File: src/rtl/mips_pkg.sv
// Shared definitions for the mips front end: reset PC default, word size and fetch FSM states.
package mips_pkg;

    localparam logic [31:0] RESET_PC_DEFAULT = 32'h0000_0000;
    localparam int          WORD_BYTES       = 4;
    localparam logic [31:0] NOP              = 32'h0000_0000;

    typedef enum logic {
        RUN,
        DRAIN
    } fetch_state_t;

endpackage

File: src/rtl/sync_fifo.sv
// Small synchronous FIFO with flush; DEPTH must be a power of two >= 2.
module sync_fifo #(
    parameter int WIDTH = 64,
    parameter int DEPTH = 2
) (
    input  logic                     clk,
    input  logic                     rst_n,
    input  logic                     flush,
    input  logic                     push,
    input  logic [WIDTH-1:0]         push_data,
    input  logic                     pop,
    output logic [WIDTH-1:0]         head,
    output logic [$clog2(DEPTH):0]   count,
    output logic                     empty,
    output logic                     full
);

    localparam int AW = $clog2(DEPTH);
    localparam int CW = AW + 1;

    logic [WIDTH-1:0] mem [DEPTH];
    logic [AW-1:0]    wr_ptr;
    logic [AW-1:0]    rd_ptr;
    logic             do_push;
    logic             do_pop;

    assign empty   = (count == '0);
    assign full    = (count == CW'(DEPTH));
    assign do_pop  = pop & ~empty;
    // A push into a full queue is allowed when the head leaves in the same cycle.
    assign do_push = push & (~full | do_pop);
    assign head    = mem[rd_ptr];

    always_ff @(posedge clk or negedge rst_n) begin
        if (!rst_n) begin
            wr_ptr <= '0;
            rd_ptr <= '0;
            count  <= '0;
        end else if (flush) begin
            wr_ptr <= '0;
            rd_ptr <= '0;
            count  <= '0;
        end else begin
            if (do_push) wr_ptr <= wr_ptr + AW'(1);
            if (do_pop)  rd_ptr <= rd_ptr + AW'(1);
            count <= count + CW'(do_push) - CW'(do_pop);
        end
    end

    always_ff @(posedge clk) begin
        if (do_push && !flush) mem[wr_ptr] <= push_data;
    end

endmodule

File: src/rtl/fetch_unit.sv
// Instruction fetch stage: owns the fetch PC, issues credit-limited requests to imem,
// buffers in-order responses and discards stale ones after a core redirect.
module fetch_unit
    import mips_pkg::*;
#(
    parameter int          DEPTH    = 2,
    parameter logic [31:0] RESET_PC = RESET_PC_DEFAULT
) (
    input  logic        clk,
    input  logic        rst_n,
    input  logic        redirect_valid,
    input  logic [31:0] redirect_pc,
    output logic        imem_req_valid,
    input  logic        imem_req_ready,
    output logic [31:0] imem_req_addr,
    input  logic        imem_resp_valid,
    input  logic [31:0] imem_resp_data,
    output logic        inst_valid,
    input  logic        inst_ready,
    output logic [31:0] inst,
    output logic [31:0] inst_pc
);

    localparam int          CW  = $clog2(DEPTH) + 1;
    localparam logic [CW:0] CAP = (CW + 1)'(DEPTH);

    fetch_state_t  state;
    fetch_state_t  state_next;
    logic [31:0]   fetch_pc;
    logic [31:0]   fetch_pc_next;
    logic [CW-1:0] outstanding;
    logic [CW-1:0] outstanding_next;
    logic [CW-1:0] drop_cnt;
    logic [CW-1:0] drop_next;
    logic [CW-1:0] count;
    logic [CW-1:0] count_next;
    logic          req_valid_q;
    logic          req_valid_next;

    logic          accept;
    logic          resp_keep;
    logic          push;
    logic          pop;
    logic          empty;
    logic [63:0]   head;
    logic [31:0]   tag_pc;
    logic [CW-1:0] tag_count;
    logic          tag_empty;
    logic          tag_full;
    logic          inst_q_full;
    logic          sink_unused;

    assign accept         = req_valid_q & imem_req_ready;
    assign resp_keep      = imem_resp_valid & (drop_cnt == '0);
    assign push           = resp_keep & ~redirect_valid;
    assign pop            = inst_valid & inst_ready;
    assign inst_valid     = ~empty;
    assign inst           = inst_valid ? head[31:0]  : NOP;
    assign inst_pc        = inst_valid ? head[63:32] : 32'h0;
    assign imem_req_valid = req_valid_q;
    assign imem_req_addr  = fetch_pc;
    assign sink_unused    = ^{tag_count, tag_empty, tag_full, inst_q_full, redirect_pc[1:0]};

    // A redirect turns every in-flight request into one to be dropped, including a
    // request accepted in the same cycle, minus a response that lands in that cycle.
    always_comb begin
        state_next       = state;
        fetch_pc_next    = fetch_pc;
        outstanding_next = outstanding;
        drop_next        = drop_cnt;
        count_next       = count;
        if (redirect_valid) begin
            drop_next        = outstanding - CW'(imem_resp_valid) + CW'(accept);
            outstanding_next = drop_next;
            count_next       = '0;
            fetch_pc_next    = {redirect_pc[31:2], 2'b00};
            state_next       = (drop_next != '0) ? DRAIN : RUN;
        end else begin
            if (accept) fetch_pc_next = fetch_pc + 32'(WORD_BYTES);
            outstanding_next = outstanding + CW'(accept) - CW'(imem_resp_valid);
            if (imem_resp_valid && (drop_cnt != '0)) drop_next = drop_cnt - CW'(1);
            count_next = count + CW'(push) - CW'(pop);
            if ((state == DRAIN) && (drop_next == '0)) state_next = RUN;
        end
        req_valid_next = (state_next == RUN) &&
                         (({1'b0, outstanding_next} + {1'b0, count_next}) < CAP);
    end

    always_ff @(posedge clk or negedge rst_n) begin
        if (!rst_n) begin
            state       <= RUN;
            fetch_pc    <= RESET_PC;
            outstanding <= '0;
            drop_cnt    <= '0;
            req_valid_q <= 1'b0;
        end else begin
            state       <= state_next;
            fetch_pc    <= fetch_pc_next;
            outstanding <= outstanding_next;
            drop_cnt    <= drop_next;
            req_valid_q <= req_valid_next;
        end
    end

    sync_fifo #(.WIDTH(64), .DEPTH(DEPTH)) u_inst_q (
        .clk       (clk),
        .rst_n     (rst_n),
        .flush     (redirect_valid),
        .push      (push),
        .push_data ({tag_pc, imem_resp_data}),
        .pop       (pop),
        .head      (head),
        .count     (count),
        .empty     (empty),
        .full      (inst_q_full)
    );

    // Each accepted request leaves its PC here; a kept response pairs with the oldest tag.
    sync_fifo #(.WIDTH(32), .DEPTH(DEPTH)) u_tag_q (
        .clk       (clk),
        .rst_n     (rst_n),
        .flush     (redirect_valid),
        .push      (accept & ~redirect_valid),
        .push_data (fetch_pc),
        .pop       (push),
        .head      (tag_pc),
        .count     (tag_count),
        .empty     (tag_empty),
        .full      (tag_full)
    );

endmodule
File: config.mk
export PLATFORM = sky130hd
export DESIGN_NAME = fetch_unit
export DESIGN_NICKNAME = d
export VERILOG_FILES = /design/src/rtl/mips_pkg.sv /design/src/rtl/sync_fifo.sv /design/src/rtl/fetch_unit.sv
export SDC_FILE = /design/constraint.sdc
export NUM_CORES = 1
export LEC_CHECK = 0
export ABC_AREA = 1
export BUFFER_PORTS_ARGS = -buffer_cell sky130_fd_sc_hd__buf_4
export CORE_ASPECT_RATIO = 0.75
export CORE_MARGIN = 2
export CORE_UTILIZATION = 40
export DETAILED_ROUTE_END_ITERATION = 12
export PLACE_DENSITY = 0.62
export SYNTH_ARGS = -nofsm -noshare
export SYNTH_HDL_FRONTEND = slang
export SYNTH_SLANG_ARGS = --single-unit
export TNS_END_PERCENT = 10
File: constraint.sdc
create_clock -name clk -period 4.56 [get_ports clk]
set_input_delay 0.456 -clock clk [delete_from_list [all_inputs] [get_ports clk]]
set_output_delay 0.456 -clock clk [all_outputs]
set_load 0.005 [all_outputs]
======== Yosys cells after proc, flatten, opt, wreduce, memory -nomap -nowiden ========
Memory sizes are Yosys's and may differ from the RTL's.
Index checks and enable logic that the tools add are counted.
cells by class
  add/sub/neg operators ................... 17
  $lt $le $gt $ge ......................... 1
  equality and inequality tests ........... 2
  multiplexer cells ....................... 26
  bitwise operators ....................... 17
  reductions and logical operators ........ 17
operators by type and width
  kind                                                                          count
  32-bit two-way mux                                                            4
  32-bit by 3-bit adder with 32-bit output, second input constant               1
  1-bit two-way mux                                                             15
  2-bit two-way mux                                                             7
  2-bit nonzero test                                                            7
  2-bit by 1-bit adder with 2-bit output                                        5
  2-bit by 1-bit subtractor with 2-bit output                                   5
  1-bit AND                                                                     9
  2-bit zero test                                                               4
  1-bit NOT                                                                     6
  1-bit logical AND                                                             5
  1-bit adder, second input constant                                            4
  2-bit == test, second input constant                                          2
  2-bit by 2-bit adder with 3-bit output                                        1
  3-bit by 2-bit less-than comparator with 1-bit output, second input constant  1
  1-bit OR                                                                      2
  2-bit by 1-bit subtractor with 2-bit output, second input constant            1
  1-bit zero test                                                               1
storage, ports and cells
  flip-flop bits (word level) ............. 46
  bits in writable memories ............... 192
  bits of input ports ..................... 70
  output and inout port bits .............. 98
  logic and storage cells ................. 93
  memories kept ........................... 2
memory list
  name          depth  bits a word  rd ports  clocked after memory_dff  write ports  line             source
  u_inst_q.mem  2      64           1         0                         1            sync_fifo.sv:21  logic [WIDTH-1:0] mem [DEPTH];
  u_tag_q.mem   2      32           1         0                         1            sync_fifo.sv:21

======== Depth between registers and ports, before layout ========
  word-level depth ........................ 10
  mapped depth ............................ 12
  gate-level depth less buffers ........... 12

======== Modules after synthesis ========
Synthesis repeated with hierarchy kept, for this count alone.
second synthesis, totals
  cell total of the unflattened synthesis .. 1147
  area total of the unflattened synthesis .. 10750.3 um^2
modules (own cells, without submodules)
  module                times used  cells an instance  area each (um^2)
  sync_fifo (u_inst_q)  1           377                4952.2
  fetch_unit            1           564                3195.6
  sync_fifo (u_tag_q)   1           206                2602.5

======== Worst setup path after synthesis ========
Ideal clock, no wire load.
  path kind ............................... flip-flop to flip-flop
  from .................................... reg drop_cnt[0]
  to ...................................... mem u_inst_q.mem[0][0], enable pin
  setup time .............................. 0.482 ns
  data arrival time ....................... 3.525 ns
  required time ........................... 4.078 ns
  slack ................................... 0.553 ns
  stages on the path, launching flop included .. 7
  cells stage by stage .................... dfrtp_1 -> inv_1 -> ha_1 -> nand2_1 -> nor2_1 -> nand2_1 -> nor2_1
between the ends
  word-level cells in the longest chain between the ends .. 7
RTL lines
  element                                  line               source
  from (decl)                              fetch_unit.sv:33   logic [CW-1:0] drop_cnt;
  from (signal assigned)                   fetch_unit.sv:100  drop_cnt <= drop_next;
  2-bit zero test                          fetch_unit.sv:54   assign resp_keep = imem_resp_valid & (drop_cnt == '0);
  1-bit AND                                fetch_unit.sv:54
  1-bit AND                                fetch_unit.sv:55   assign push = resp_keep & ~redirect_valid;
  1-bit AND                                sync_fifo.sv:31    assign do_push = push & (~full | do_pop);
  1-bit logical AND                        sync_fifo.sv:51    if (do_push && !flush) mem[wr_ptr] <= push_data;
  1-bit two-way mux                        sync_fifo.sv:51
  1-bit two-way mux (not written as such)  sync_fifo.sv:51
  to (decl)                                sync_fifo.sv:21
Every way passes these cells.

======== Worst setup path in the final report ========
  from .................................... reg drop_cnt[0]
  to ...................................... mem u_inst_q.mem[1][27], enable pin
Same word-level chain as after synthesis.

==> results.yml <==
outcome:
  status: "complete, no violations"
cts:
  cts_root_buffer: "clkbuf_16"
  clock_path_buffers: 3
  cts_sinks: 228
  cts_tree: "yes"
  htreeDepth: 1
  clkTransAtPathRegs_ns: 0.06
  tritoncts.num_buffers: 24
  clk_latency_ns: 0.52
  post_cts_resized: 0
floorplanning:
  die_y_um: 140.4
  initial_utilization_pct: 41.06
  die_w_um: 185.8
  pin_count: 168
  core_um2: 24160
  num_rows: 49
  die_area_um2: 26090
pwr:
  power_density_nw_per_um2: 509.3
  seq_power_share_pct: 41.1
  p_int_mw: 4.488
  switchingPower_mw: 1.829
  combPwrFrac_pct: 24.1
  ir_worst_vdd_v: 0.0003000
  p_leak_nw: 5.093
  switching_share_pct: 28.95
  p_clk_share_pct: 34.8
route:
  drc: 0
  drt-pass1-iter-count: 5
  routed_via_density: 4.768
  drt-total-wl_um: 23000
  wire_per_inst_um: 16.24
  num_vias: 6752
  ant_nets: 0
  drtIter0Drc: 401
critical_path:
  crit_family: "simple AND/OR/NAND/NOR gates"
  crit_path_end_kind: "flip-flop"
  critPathMaxFanout: 24
  worst_path_max_delay_cell: "nor2_4"
  start_kind: "flip-flop"
  cp_slowest_stage_delay_ns: 0.61
  crit_chain: "inv_1 -> ha_1 -> nand2_1 -> nor2_1 -> nand2_1 -> nor2_4 -> buf_4"
  cp_common_cell: "nand2_1"
  required_ns: 4.75
  cp-endpoint: "u_inst_q.mem[1][27]"
  rrSetupSlack_ns: 1.99
  cp.arrival_ns: 2.76
  critPathKind: "reg -> reg"
  reg2reg_from: "drop_cnt[0]"
  path_depth: 7
  r2r_cells: 7
  crit_buf_inv: 2
  reg2reg_to: "u_inst_q.mem[1][27]"
  startpoint: "drop_cnt[0]"
synthesis:
  ys_ff_latch: 228
  synth.area.top_cells: "edfxtp_1, nand2_1, dfrtp_1"
  synth_cell_types: 36
  synth_top_area_share_pct: 55.70
  synth_cells: 904
  syn_avg_cell_area_um2: 10.97
  netlist_area_um2: 9920
  yosysWarnings: 0
  yosysTopAreaCell: "edfxtp_1"
  ys_seq_area_share_pct: 66.80
timing:
  tightest_slew_ns: 0.7502
  final.setup.tns_ns: 0
  fin_hold_ws_ns: 0.1193
  layout_setup_ws_ns: 1.986
  finalCritPeriodShare_pct: 56.45
  period_minus_slack_ns: 2.574
  max_freq_mhz: 388.5
  slew_headroom_pct: 49.99
  hold_violations: 0
  drv_slew: 0
  fin_skew_ns: 0.01376
  rsz0062_at_grt: "no"
  setup_viol: 0
grt:
  antenna_found_initial: 0
  grt_use_total_pct: 17.37
  grt_pass1_vias: 6486
  grt-busiest-layer: "met1"
  overflow: 0
  grt_max_degree: 65
  use_met2_pct: 25.81
  grt_pass1_wl_um: 35090
  use_met1_pct: 26.36
  gr-usage-met3_pct: 3.640
placement:
  placed_area_um2: 11480
  pre_cts_ws_ns: 1.642
  port_buffers: 161
  gp_congestion: 0.8748
  hpwl_um: 14900
cells_and_area:
  layout-drive-gt1-share_pct: 24.88
  multi_input_area_um2: 2889
  area_growth_pct: 25.04
  final_area_um2: 12400
  diodes: 0
  seqCellArea_um2: 6628
  fillers: 2189
  layout.nets: 1148
run:
  drv_cap: 0
hold_path:
  hp-class: "in -> reg"
-- worst reg2reg max path: stages, from the launching register on --
cell and delay, ns:
dfrtp_1 0.38, inv_1 0.06, ha_1 0.15, nand2_1 0.07
nor2_1 0.26, nand2_1 0.27, nor2_4 0.61, buf_4 0.45
-- per-stage QoR --
| step | power, mW | utilization [%] | cells |
|---|---|---|---|
| after global placement | 4.164 | 47.53 | 1371 |
| after floorplan | 3.391 | - | 907 |
| after global routing | 6.652 | 51.35 | 1416 |
| after detailed placement | 4.180 | 47.53 | 1371 |
| final | 6.317 | 51.35 | 1416 |
| after CTS | 6.392 | 51.35 | 1416 |
-- synth_stat cells, drive strengths merged --
master  number
nand2      300
edfxtp     184
o21bai       2
inv         71
o21ai       23
xnor2        7
conb         1
fa           1
xor2        11
ha          10
mux2        30
a21oi       68
nor3         1
nand3       31
a31oi        1
buf         23
or2          1
nor2        68
a22o         5
clkbuf      15
o211ai       6
dfrtp       44
nand4        1
-- repair_timing --
| action | in CTS | in global routing |
|---|---|---|
| hold endpoints to repair | 44 | 0 |
| setup buffers | 0 | 0 |
| hold buffers | 1 | 0 |
-- power groups by stage --
stage / sequential [mW] / clock [mW] / combinational, mW
detailed placement: 2.63 / 0 / 1.55
finish: 2.59 / 2.20 / 1.52
CTS: 2.59 / 2.24 / 1.56
global placement: 2.63 / 0 / 1.53
global route: 2.61 / 2.32 / 1.72
floorplan: 2.58 / 0 / 0.811
-- how the worst min path moves through the flow --
stage                                  from            endpoint  slack [ns]  cells after the start
after floorplan                       rst_n         drop_cnt[0]        0.16                      0
after global placement       u_tag_q.rd_ptr      u_tag_q.rd_ptr        0.48                      1
after detailed placement     u_tag_q.rd_ptr      u_tag_q.rd_ptr        0.49                      1
after CTS                 imem_resp_data[4]  u_inst_q.mem[1][4]         0.1                      1
after global routing      imem_resp_data[4]  u_inst_q.mem[0][4]        0.10                      1
final                     imem_resp_data[4]  u_inst_q.mem[1][4]        0.12                      1
-- per-layer routing --
metal | part of all wire [%] | vias up
met4 | 1.5 | 0
li1 | - | 3342
met1 | 50 | 3160
met3 | 7.2 | 27
met2 | 42 | 223
met5 | 0 | -
-- layout by cell type (no fill, tap or decap), types with 7 or more instances in the layout --
| cell | count |
|---|---|
| nor2_1 | 52 |
| a21oi_1 | 68 |
| xnor2_1 | 7 |
| ha_1 | 10 |
| o21ai_0 | 20 |
| xor2_1 | 10 |
| nor2_2 | 9 |
| nand2_1 | 295 |
| inv_1 | 67 |
| mux2_2 | 28 |
| edfxtp_1 | 184 |
| bufinv_16 | 7 |
| clkbuf_16 | 24 |
| buf_4 | 171 |
| nand3_1 | 30 |
| dfrtp_1 | 43 |
-- registers in the layout, indices dropped and copies added (netlist names), 2 cells and up --
signal / cells
u_inst_q.count: 2
u_tag_q.mem: 60
drop_cnt: 2
imem_req_addr: 30
outstanding: 2
u_inst_q.mem: 124
u_tag_q.count: 2
-- kinds of logic after synthesis --
logic type,share of synthesized area (%)
buf+inv,4.465
other cells,0.03780
compound gates,5.701
mux,3.406
simple gates,16.46
xor+xnor,1.665
fa+ha+maj,1.463
flops,66.80
-- area by class of cell --
| type | instances | area share, % |
|---|---|---|
| multi-input combinational | 570 | 23.29 |
| timing repair buffer | 172 | 10.43 |
| inverter | 71 | 2.149 |
| clock inverter | 17 | 2.260 |
| tap | 331 | 3.339 |
| sequential | 228 | 53.44 |
| clock buffer | 27 | 5.094 |
No activity file was read; power rests on OpenSTA's default activity.
